===== src/rtl/seg_scan_decoder.sv =====
`default_nettype none
// ============================================================================
// Module   : seg_scan_decoder
// Purpose  : Receive-side decoder for a multiplexed seven-segment bus.
//            Samples the segment pattern and one-hot digit select, waits for
//            STABLE_CYCLES identical samples, then decodes the pattern back
//            to a 4-bit hex value for the selected digit.
// Revision : 1.0  initial release
// ============================================================================
module seg_scan_decoder #(
  parameter int NUM_DIGITS    = 4,
  parameter int STABLE_CYCLES = 4
) (
  input  logic                    clk,
  input  logic                    rst_n,
  input  logic [6:0]              seg_in,
  input  logic [NUM_DIGITS-1:0]   dig_sel,
  output logic [4*NUM_DIGITS-1:0] digit_val,
  output logic [NUM_DIGITS-1:0]   digit_valid,
  output logic [NUM_DIGITS-1:0]   digit_err,
  output logic                    update_pulse,
  output logic                    sel_err
);

  localparam logic [3:0] C_STABLE = 4'(STABLE_CYCLES);

  typedef enum logic [1:0] {
    IDLE   = 2'd0,
    SETTLE = 2'd1,
    HELD   = 2'd2
  } state_t;

  state_t                    state_q, state_d;
  logic [3:0]                run_cnt_q, run_cnt_d;
  logic [6:0]                s_seg_q, s_seg_d;
  logic [NUM_DIGITS-1:0]     s_sel_q, s_sel_d;
  logic [4*NUM_DIGITS-1:0]   digit_val_q, digit_val_d;
  logic [NUM_DIGITS-1:0]     digit_valid_q, digit_valid_d;
  logic [NUM_DIGITS-1:0]     digit_err_q, digit_err_d;
  logic                      update_pulse_q, update_pulse_d;
  logic                      sel_err_q, sel_err_d;

  logic                      w_same;
  logic                      w_new_onehot;
  logic                      w_capture;
  logic                      w_legal;
  logic [3:0]                w_value;

  // Population count of a select vector (at most 8 bits wide).
  function automatic logic [3:0] popcnt(input logic [NUM_DIGITS-1:0] v);
    logic [3:0] c;
    c = 4'd0;
    for (int i = 0; i < NUM_DIGITS; i++) begin
      c = c + 4'(v[i]);
    end
    return c;
  endfunction

  // Inverse of the hex-to-7seg table; sets legal=0 for any other pattern.
  function automatic logic [4:0] decode7(input logic [6:0] seg);
    logic [4:0] r;
    case (seg)
      7'b0111111: r = {1'b1, 4'h0};
      7'b0000110: r = {1'b1, 4'h1};
      7'b1011011: r = {1'b1, 4'h2};
      7'b1001111: r = {1'b1, 4'h3};
      7'b1100110: r = {1'b1, 4'h4};
      7'b1101101: r = {1'b1, 4'h5};
      7'b1111101: r = {1'b1, 4'h6};
      7'b0000111: r = {1'b1, 4'h7};
      7'b1111111: r = {1'b1, 4'h8};
      7'b1101111: r = {1'b1, 4'h9};
      7'b1110111: r = {1'b1, 4'hA};
      7'b1111100: r = {1'b1, 4'hB};
      7'b0111001: r = {1'b1, 4'hC};
      7'b1011110: r = {1'b1, 4'hD};
      7'b1111001: r = {1'b1, 4'hE};
      7'b1110001: r = {1'b1, 4'hF};
      default:    r = {1'b0, 4'h0};
    endcase
    return r;
  endfunction

  // Next-state logic: sampling, stable-run counting, FSM and capture.
  always_comb begin
    state_d        = state_q;
    run_cnt_d      = run_cnt_q;
    s_seg_d        = seg_in;
    s_sel_d        = dig_sel;
    digit_val_d    = digit_val_q;
    digit_valid_d  = digit_valid_q;
    digit_err_d    = digit_err_q;
    update_pulse_d = 1'b0;
    sel_err_d      = (popcnt(dig_sel) > 4'd1);

    w_same       = ({seg_in, dig_sel} == {s_seg_q, s_sel_q});
    w_new_onehot = (popcnt(dig_sel) == 4'd1);
    {w_legal, w_value} = decode7(s_seg_q);

    // The held sample has already been seen STABLE_CYCLES times.
    w_capture = (state_q == SETTLE) && (run_cnt_q == C_STABLE);

    if (w_same) begin
      if (run_cnt_q != C_STABLE) begin
        run_cnt_d = run_cnt_q + 4'd1;
      end
    end else begin
      run_cnt_d = 4'd1;
    end

    case (state_q)
      IDLE: begin
        if (w_new_onehot) state_d = SETTLE;
      end
      SETTLE: begin
        if (!w_new_onehot)  state_d = IDLE;
        else if (w_capture) state_d = w_same ? HELD : SETTLE;
        else                state_d = SETTLE;
      end
      HELD: begin
        if (!w_same) state_d = w_new_onehot ? SETTLE : IDLE;
      end
      default: state_d = IDLE;
    endcase

    // Only the digit named by the captured select is written.
    if (w_capture) begin
      update_pulse_d = 1'b1;
      for (int i = 0; i < NUM_DIGITS; i++) begin
        if (s_sel_q[i]) begin
          if (w_legal) begin
            digit_val_d[4*i +: 4] = w_value;
            digit_valid_d[i]      = 1'b1;
            digit_err_d[i]        = 1'b0;
          end else begin
            digit_valid_d[i]      = 1'b0;
            digit_err_d[i]        = 1'b1;
          end
        end
      end
    end
  end

  // State and output registers, cleared asynchronously.
  always_ff @(posedge clk or negedge rst_n) begin
    if (!rst_n) begin
      state_q        <= IDLE;
      run_cnt_q      <= 4'd0;
      s_seg_q        <= 7'd0;
      s_sel_q        <= '0;
      digit_val_q    <= '0;
      digit_valid_q  <= '0;
      digit_err_q    <= '0;
      update_pulse_q <= 1'b0;
      sel_err_q      <= 1'b0;
    end else begin
      state_q        <= state_d;
      run_cnt_q      <= run_cnt_d;
      s_seg_q        <= s_seg_d;
      s_sel_q        <= s_sel_d;
      digit_val_q    <= digit_val_d;
      digit_valid_q  <= digit_valid_d;
      digit_err_q    <= digit_err_d;
      update_pulse_q <= update_pulse_d;
      sel_err_q      <= sel_err_d;
    end
  end

  assign digit_val    = digit_val_q;
  assign digit_valid  = digit_valid_q;
  assign digit_err    = digit_err_q;
  assign update_pulse = update_pulse_q;
  assign sel_err      = sel_err_q;

endmodule
`default_nettype wire

===== config.mk =====
export PLATFORM = sky130hd
export DESIGN_NAME = seg_scan_decoder
export DESIGN_NICKNAME = d
export VERILOG_FILES = /design/src/rtl/seg_scan_decoder.sv
export SDC_FILE = /design/constraint.sdc
export NUM_CORES = 1
export LEC_CHECK = 0
export BUFFER_PORTS_ARGS = -buffer_cell sky130_fd_sc_hd__buf_2
export CORE_MARGIN = 1
export CORE_UTILIZATION = 45
export CTS_CLUSTER_DIAMETER = 40
export DETAILED_ROUTE_END_ITERATION = 16
export GPL_TIMING_DRIVEN = 0
export PLACE_DENSITY_LB_ADDON = 0.05
export SYNTH_ARGS = -nofsm -noshare
export SYNTH_HDL_FRONTEND = slang
export SYNTH_SLANG_ARGS = --single-unit
export TNS_END_PERCENT = 20

===== constraint.sdc =====
create_clock -name clk -period 2.7 [get_ports clk]
set_clock_uncertainty 0.05 [all_clocks]
set_input_delay 0.135 -clock clk [delete_from_list [all_inputs] [get_ports clk]]
set_output_delay 0.135 -clock clk [all_outputs]
set_load 0.1 [all_outputs]

==> qor.txt, run 1 <==
Syn_nets: 220
# IOs: 39
Total Routing Usage GR: 20.4%
CP Launch Type: input port
Finished Cell Area: 0.00272 mm²
Sequential area share after synthesis: 48.8%
Finished Layout Cells: 326
Slew HR: 36.2%
Synth Cell Area: 0.00220 mm²
Slowest-stage cell, CP: fa_1
Initial antenna violation count: 0
Grt ovf: 0
Sink Count: 43
CTS tree: done
Gpl congestion: 0.773
Max clock buf depth: 2
Max frequency: 399 MHz
Die area: 0.00518 mm²
Top post-synthesis cells by area: dfrtp_1 (49%), xor2_1 (4.8%), o21ai_0 (3.9%)
Die X-Extent: 72.0 µm
Setup WS pre-CTS: 0.414 ns
Fin crit share: 92.7%
Port-buffer cells: 38
Max Cap Viol: 0
Syn_area_per_cell: 11.0 µm²
Leak Pwr: 0.00131 µW
First-pass GRT wire length: 7.93 mm
Root buffer cell: clkbuf_8
Slew @ Worst Pin: 0.957 ns
Clock transition at the registers of the reported paths: 0.08 ns
Fin worst setup slack: 0.196 ns
Drt drc: 0
Top cell by count, worst path: inv_1
Crit Path Category: in2reg
Fin. max-slew vios: 0
PD cells: 491 mW/mm²
# rows: 25
Antenna diode count: 0
Critical path required time: 2.87 ns
Power, Total: 1330 µW
Nets: 277
CTS H-tree lvls: 2
Synth Instances: 201
RSZ-0062 raised after global routing: no
CP cell instances: dlygate4sd3_1 -> buf_2 -> inv_1 -> fa_1 -> inv_1 -> ha_1 -> inv_1 -> ha_1 -> or3b_2 -> nor3_1 -> mux2i_1 -> nor2_1
Largest net degree at the start of global routing: 44
Top cell type's share of synthesized area: 48.8%
Post-CTS setup buffers: 0
Count of cell types in the netlist: 45
CP endpoint kind: flop
Crit-path max cell delay: 0.54 ns
Fraction of registers with async set/reset: 100%
Global routing usage on met2: 33.3%
Initial Util: 46.6%
Initial DRT Pass Iterations: 4
EDFF count, synth: 0
Vias: 1637
Max FO, Critical Path: 3
Total negative slack: 0 ns
Final HPWL DP: 3.16 mm
# placed instances: 306
Arr. time, crit path: 2.67 ns
Maximum vdd ir drop: 0.310 mV
Gr busiest metal: met2
Yosys warnings: 0
Fin. Hold Viols: 0
Routed len/inst: 14.1 µm
Clock Latency Late Sink: 0.29 ns
Met3 Use GR: 4.31%
# setup viols final: 0
Tmin final: 2.50 ns
1st-iter DRT viols: 49
Post-DP Area: 0.00248 mm²
Share of cells above drive strength 1: 29.3%
CTS Buf Count: 5
Layout area overhead: 23.2%
DRT Wirelength: 4.61 mm
Die height: 72.0 µm
Detail Route Antenna Nets: 0
Vias/cell: 5.02
Met1 usage: 27.4%
Synth Flop Type: dfrtp_1
Yosys top cell by area: dfrtp_1
Yosys reg bits: 43
Status: complete, no violations
Vias in the first global route: 1618
Core Region: 0.00472 mm²
Worst min path class: reg2reg
==> path summary, 6_finish.rpt <==
kind                                          start  depth (start not counted)                        to  slack [ns]
max                                      dig_sel[0]                         12    state_q[1]$_DFFE_PN0P_        0.20
min                        digit_err[1]$_DFFE_PN0P_                          2  digit_err[1]$_DFFE_PN0P_        0.43
max reg2reg                run_cnt_q[0]$_DFFE_PN0P_                          7  digit_val[0]$_DFFE_PN0P_        0.41
min reg2reg                digit_err[1]$_DFFE_PN0P_                          2  digit_err[1]$_DFFE_PN0P_        0.43
max in group asynchronous                     rst_n                          2         sel_err$_DFF_PN0_        1.53
min in group asynchronous                     rst_n                          2      s_seg_q[4]$_DFF_PN0_        0.47
==> state kept, by name, indices dropped and copies added, names as in the netlist <==
| register | flops |
|---|---|
| digit_val | 16 |
| s_seg_q | 7 |
| digit_err | 4 |
| digit_valid | 4 |
| run_cnt_q | 4 |
| s_sel_q | 4 |
| state_q | 2 |
| sel_err | 1 |
| update_pulse | 1 |
==> critical path: cells and delay by family <==
family	cells	cell delay, ns
adder cells (fa/ha/maj)	3	0.94
buffers and inverters	5	0.81
multiplexers	1	0.09
AND/OR/NAND/NOR	3	0.71
==> placed cells by master, fill, tap and decap left out, types with 2 or more instances in the layout <==
cell,count
buf_2,43
dfrtp_1,43
inv_1,18
o21ai_0,17
xor2_1,12
dlygate4sd3_1,12
nand2_1,11
nor2_1,9
a21oi_1,9
nand3_1,8
mux2_1,6
clkbuf_8,6
ha_1,5
nor3_1,4
a21oi_2,4
o22ai_1,4
mux2_2,4
o32ai_2,3
nor4_1,2
nand2b_1,2
xnor2_1,2
nand4_1,2
or3_1,2
nand3b_1,2
or3b_2,2
a211oi_2,2
a211oi_1,2
mux2i_1,2
==> what timing repair did <==
item / in CTS / in global routing
endpoints found under the hold margin: 54 / 0
hold buffers: 12 / 0
resized for setup: 0 / 0
==> report_power, final <==
group	total, µW	leakage, µW	switching, µW	internal [µW]
clock network	518	0.0000612	219	299
registers	667	0.000566	10.6	656
logic	149	0.000687	89.9	58.7
==> Yosys cell counts, types with 4 or more instances <==
master and number:
nand2_1 11, dfrtp_1 43, mux2_1 6, o21ai_0 17, o22ai_1 4, ha_1 5
xor2_1 12, buf_2 5, a21oi_1 9, nor2_1 9, mux2_2 4, a21oi_2 4
nor3_1 4, inv_1 18, nand3_1 8
==> layer usage <==
metal	wire (µm)	part of all wire (%)	up-vias
met5	0	0	-
met4	63	1.4	0
met3	127	2.8	6
met2	2170	47	25
met1	2250	49	786
li1	-	-	820
==> area by class of cell <==
type | instances | area [µm²]
Inverter | 18 | 67.6
Clock inverter | 2 | 35.0
Clock buffer | 6 | 82.6
Buffer | 7 | 43.8
Timing Repair Buffer | 50 | 310
Sequential cell | 43 | 1080
Multi-Input combinational cell | 133 | 1020
Fill cell | 424 | 2010
Tap cell | 67 | 83.8
==> kinds of logic after synthesis <==
logic type,Yosys count,share of synthesized area (%)
AOI/OAI and AO/OA,46,15.3
xor gates and xnor gates,14,5.57
adders and majority gates,6,3.75
buffers and inverters,25,5.05
DFF,43,48.8
muxes,12,6.02
and+or+nand+nor,55,15.5
==> per-stage QoR <==
step | hold slack [ns] | util [%]
2_1_floorplan | -0.211 | -
4_1_cts | 0.437 | 57.5
5_1_grt | 0.456 | 57.5
3_3_place_gp | 0.216 | 52.5
6_report | 0.430 | 57.5
3_5_place_dp | 0.219 | 52.5
(Power assumes the default switching activity.)
==> run 2: changes to the inputs <==
--- a/config.mk
+++ b/config.mk
@@ -6,12 +6,14 @@
 export NUM_CORES = 1
 export LEC_CHECK = 0
 export BUFFER_PORTS_ARGS = -buffer_cell sky130_fd_sc_hd__buf_2
+export CELL_PAD_IN_SITES_DETAIL_PLACEMENT = 1
+export CELL_PAD_IN_SITES_GLOBAL_PLACEMENT = 2
 export CORE_MARGIN = 1
-export CORE_UTILIZATION = 45
+export CORE_UTILIZATION = 36
 export CTS_CLUSTER_DIAMETER = 40
 export DETAILED_ROUTE_END_ITERATION = 16
 export GPL_TIMING_DRIVEN = 0
-export PLACE_DENSITY_LB_ADDON = 0.05
+export PLACE_DENSITY = 0.77
 export SYNTH_ARGS = -nofsm -noshare
 export SYNTH_HDL_FRONTEND = slang
 export SYNTH_SLANG_ARGS = --single-unit
==> qor.txt, run 2 (same netlist as run 1, synthesis figures left out) <==
Crit Path Category: in2reg
Clock Power Share: 31.4%
Max clock buf depth: 2
# placed instances: 314
Initial Util: 37.2%
Filler cell count: 680
Tmin final: 2.49 ns
Grt ovf: 0
Leak Pwr: 0.00129 µW
# setup viols final: 0
Largest net degree at the start of global routing: 44
Fin. Hold Viols: 0
Hold Crit Depth: 2
CTS Buf Count: 5
Critical path required time: 2.87 ns
RR Endpoint: digit_val[0]$_DFFE_PN0P_
Sw Ratio: 25.6%
Reg-to-reg startpoint: run_cnt_q[0]$_DFFE_PN0P_
Die height: 80.2 µm
Share of cells above drive strength 1: 28.8%
RSZ-0062 raised after global routing: no
Part of the power in combinational logic: 12.7%
Initial antenna violation count: 0
CTS tree: done
Layout area overhead: 21.9%
Die area: 0.00644 mm²
Max Cap Viol: 0
Slew HR: 35.4%
Vias: 1669
CP endpoint kind: flop
DRT Wirelength: 5.15 mm
Fin crit share: 92.3%
Post-DP Area: 0.00249 mm²
Clock transition at the registers of the reported paths: 0.08 ns
Hold path startpoint: digit_err[3]$_DFFE_PN0P_
Most frequent cells in the layout: buf_2 (43), dfrtp_1 (43), inv_1 (18), o21ai_0 (17)
Total Routing Usage GR: 17.9%
# IOs: 39
FF/Latch Area: 0.00108 mm²
Max frequency: 401 MHz
Gpl congestion: 0.758
Sink Count: 43
First-pass GRT wire length: 8.60 mm
Total negative slack: 0 ns
Fin. max-slew vios: 0
Hold Path Sink: digit_err[3]$_DFFE_PN0P_
Slew @ Worst Pin: 0.970 ns
CP Launch Type: input port
Vias/cell: 5.03
Drt drc: 0
Final HPWL DP: 3.64 mm
Status: complete, no violations
Nets: 277
Max FO, Critical Path: 3
Vias in the first global route: 1717
Finished Layout Cells: 332
Finished Cell Area: 0.00269 mm²
Routed len/inst: 15.5 µm
Clock Latency Late Sink: 0.29 ns
1st-iter DRT viols: 64
Root buffer cell: clkbuf_8
Initial DRT Pass Iterations: 4
Die X-Extent: 80.2 µm
Antenna diode count: 0
Maximum vdd ir drop: 0.244 mV
PD cells: 444 mW/mm²
R2R depth: 7
Worst min path class: reg2reg
Port-buffer cells: 38
Reg power frac: 55.9%
Multi-input combinational cell area: 0.00102 mm²
Core Region: 0.00592 mm²
Post-CTS setup buffers: 0
Flop-to-flop setup slack: 0.35 ns
Arr. time, crit path: 2.66 ns
CTS H-tree lvls: 2
Max reg flops: 16
# rows: 28
Internal power: 888 µW
Switching Power: 305 µW
Detail Route Antenna Nets: 0
-- run 2: cell count changes in the layout (fill, tap and decap cells not counted) --
cell,before,now
clkinv_2,1,0
bufinv_16,1,0
nor3_1,4,3
nor3_2,0,1
clkbuf_8,6,5
clkbuf_1,0,1
-- run 2: power groups by stage --
stage                     clock, µW  combinational, µW  sequential, µW
final                           375                151             667
after global routing            411                168             669
after CTS                       389                153             667
after detailed placement          0                139             680
after global placement            0                137             680
after floorplan                   0               78.0             689
-- run 2: timing repair --
item	CTS	global route
endpoints found under the setup margin	0	1
gates resized for setup	0	1
endpoints found under the hold margin	54	0
hold buffers	12	0
-- run 2: worst max-delay path, stage by stage --
cell and delay, ns:
dlygate4sd3_1 0.52, buf_2 0.13, inv_1 0.06, fa_1 0.54, inv_1 0.05, ha_1 0.19, inv_1 0.06, ha_1 0.21
or3b_2 0.50, nor3_2 0.11, mux2i_1 0.09, nor2_1 0.08
-- run 2: area by class of cell --
type	count	area share (%)
multi-input cells	133	38.0
well taps	75	3.49
inverters	18	2.52
repair buffers	50	11.6
clock buffers	6	2.70
flip-flops and latches	43	40.1
plain buffers	7	1.63
-- run 2: how the worst max path moves through the flow --
stage                                   startpoint                  endpoint  slack (ns)  cells past startpoint
after floorplan                         dig_sel[0]    state_q[1]$_DFFE_PN0P_        0.66                     10
after global placement    run_cnt_q[0]$_DFFE_PN0P_  digit_val[0]$_DFFE_PN0P_        0.37                      7
after detailed placement  run_cnt_q[0]$_DFFE_PN0P_  digit_val[0]$_DFFE_PN0P_        0.35                      7
after CTS                               dig_sel[0]    state_q[1]$_DFFE_PN0P_        0.15                     12
after global routing                    dig_sel[0]    state_q[1]$_DFFE_PN0P_        0.09                     12
final                                   dig_sel[0]    state_q[1]$_DFFE_PN0P_        0.21                     12
-- run 2: per-stage QoR --
stage                     setup slack (ns)  utilization, %  hold slack [ns]  power (µW)
after floorplan                      0.663               -           -0.211         767
after global placement               0.375            42.0            0.218         816
after detailed placement             0.348            42.0            0.219         820
after CTS                            0.149            45.3            0.437        1210
after global routing                0.0898            45.4            0.455        1250
final                                0.208            45.4            0.434        1190
-- run 2: per-layer routing --
metal | GRT usage, % | vias up | wire length, µm
li1 | - | 812 | -
met1 | 24.3 | 833 | 2470
met2 | 28.5 | 20 | 2490
met3 | 3.86 | 4 | 117
met4 | 5.54 | 0 | 63
met5 | 0 | - | 0
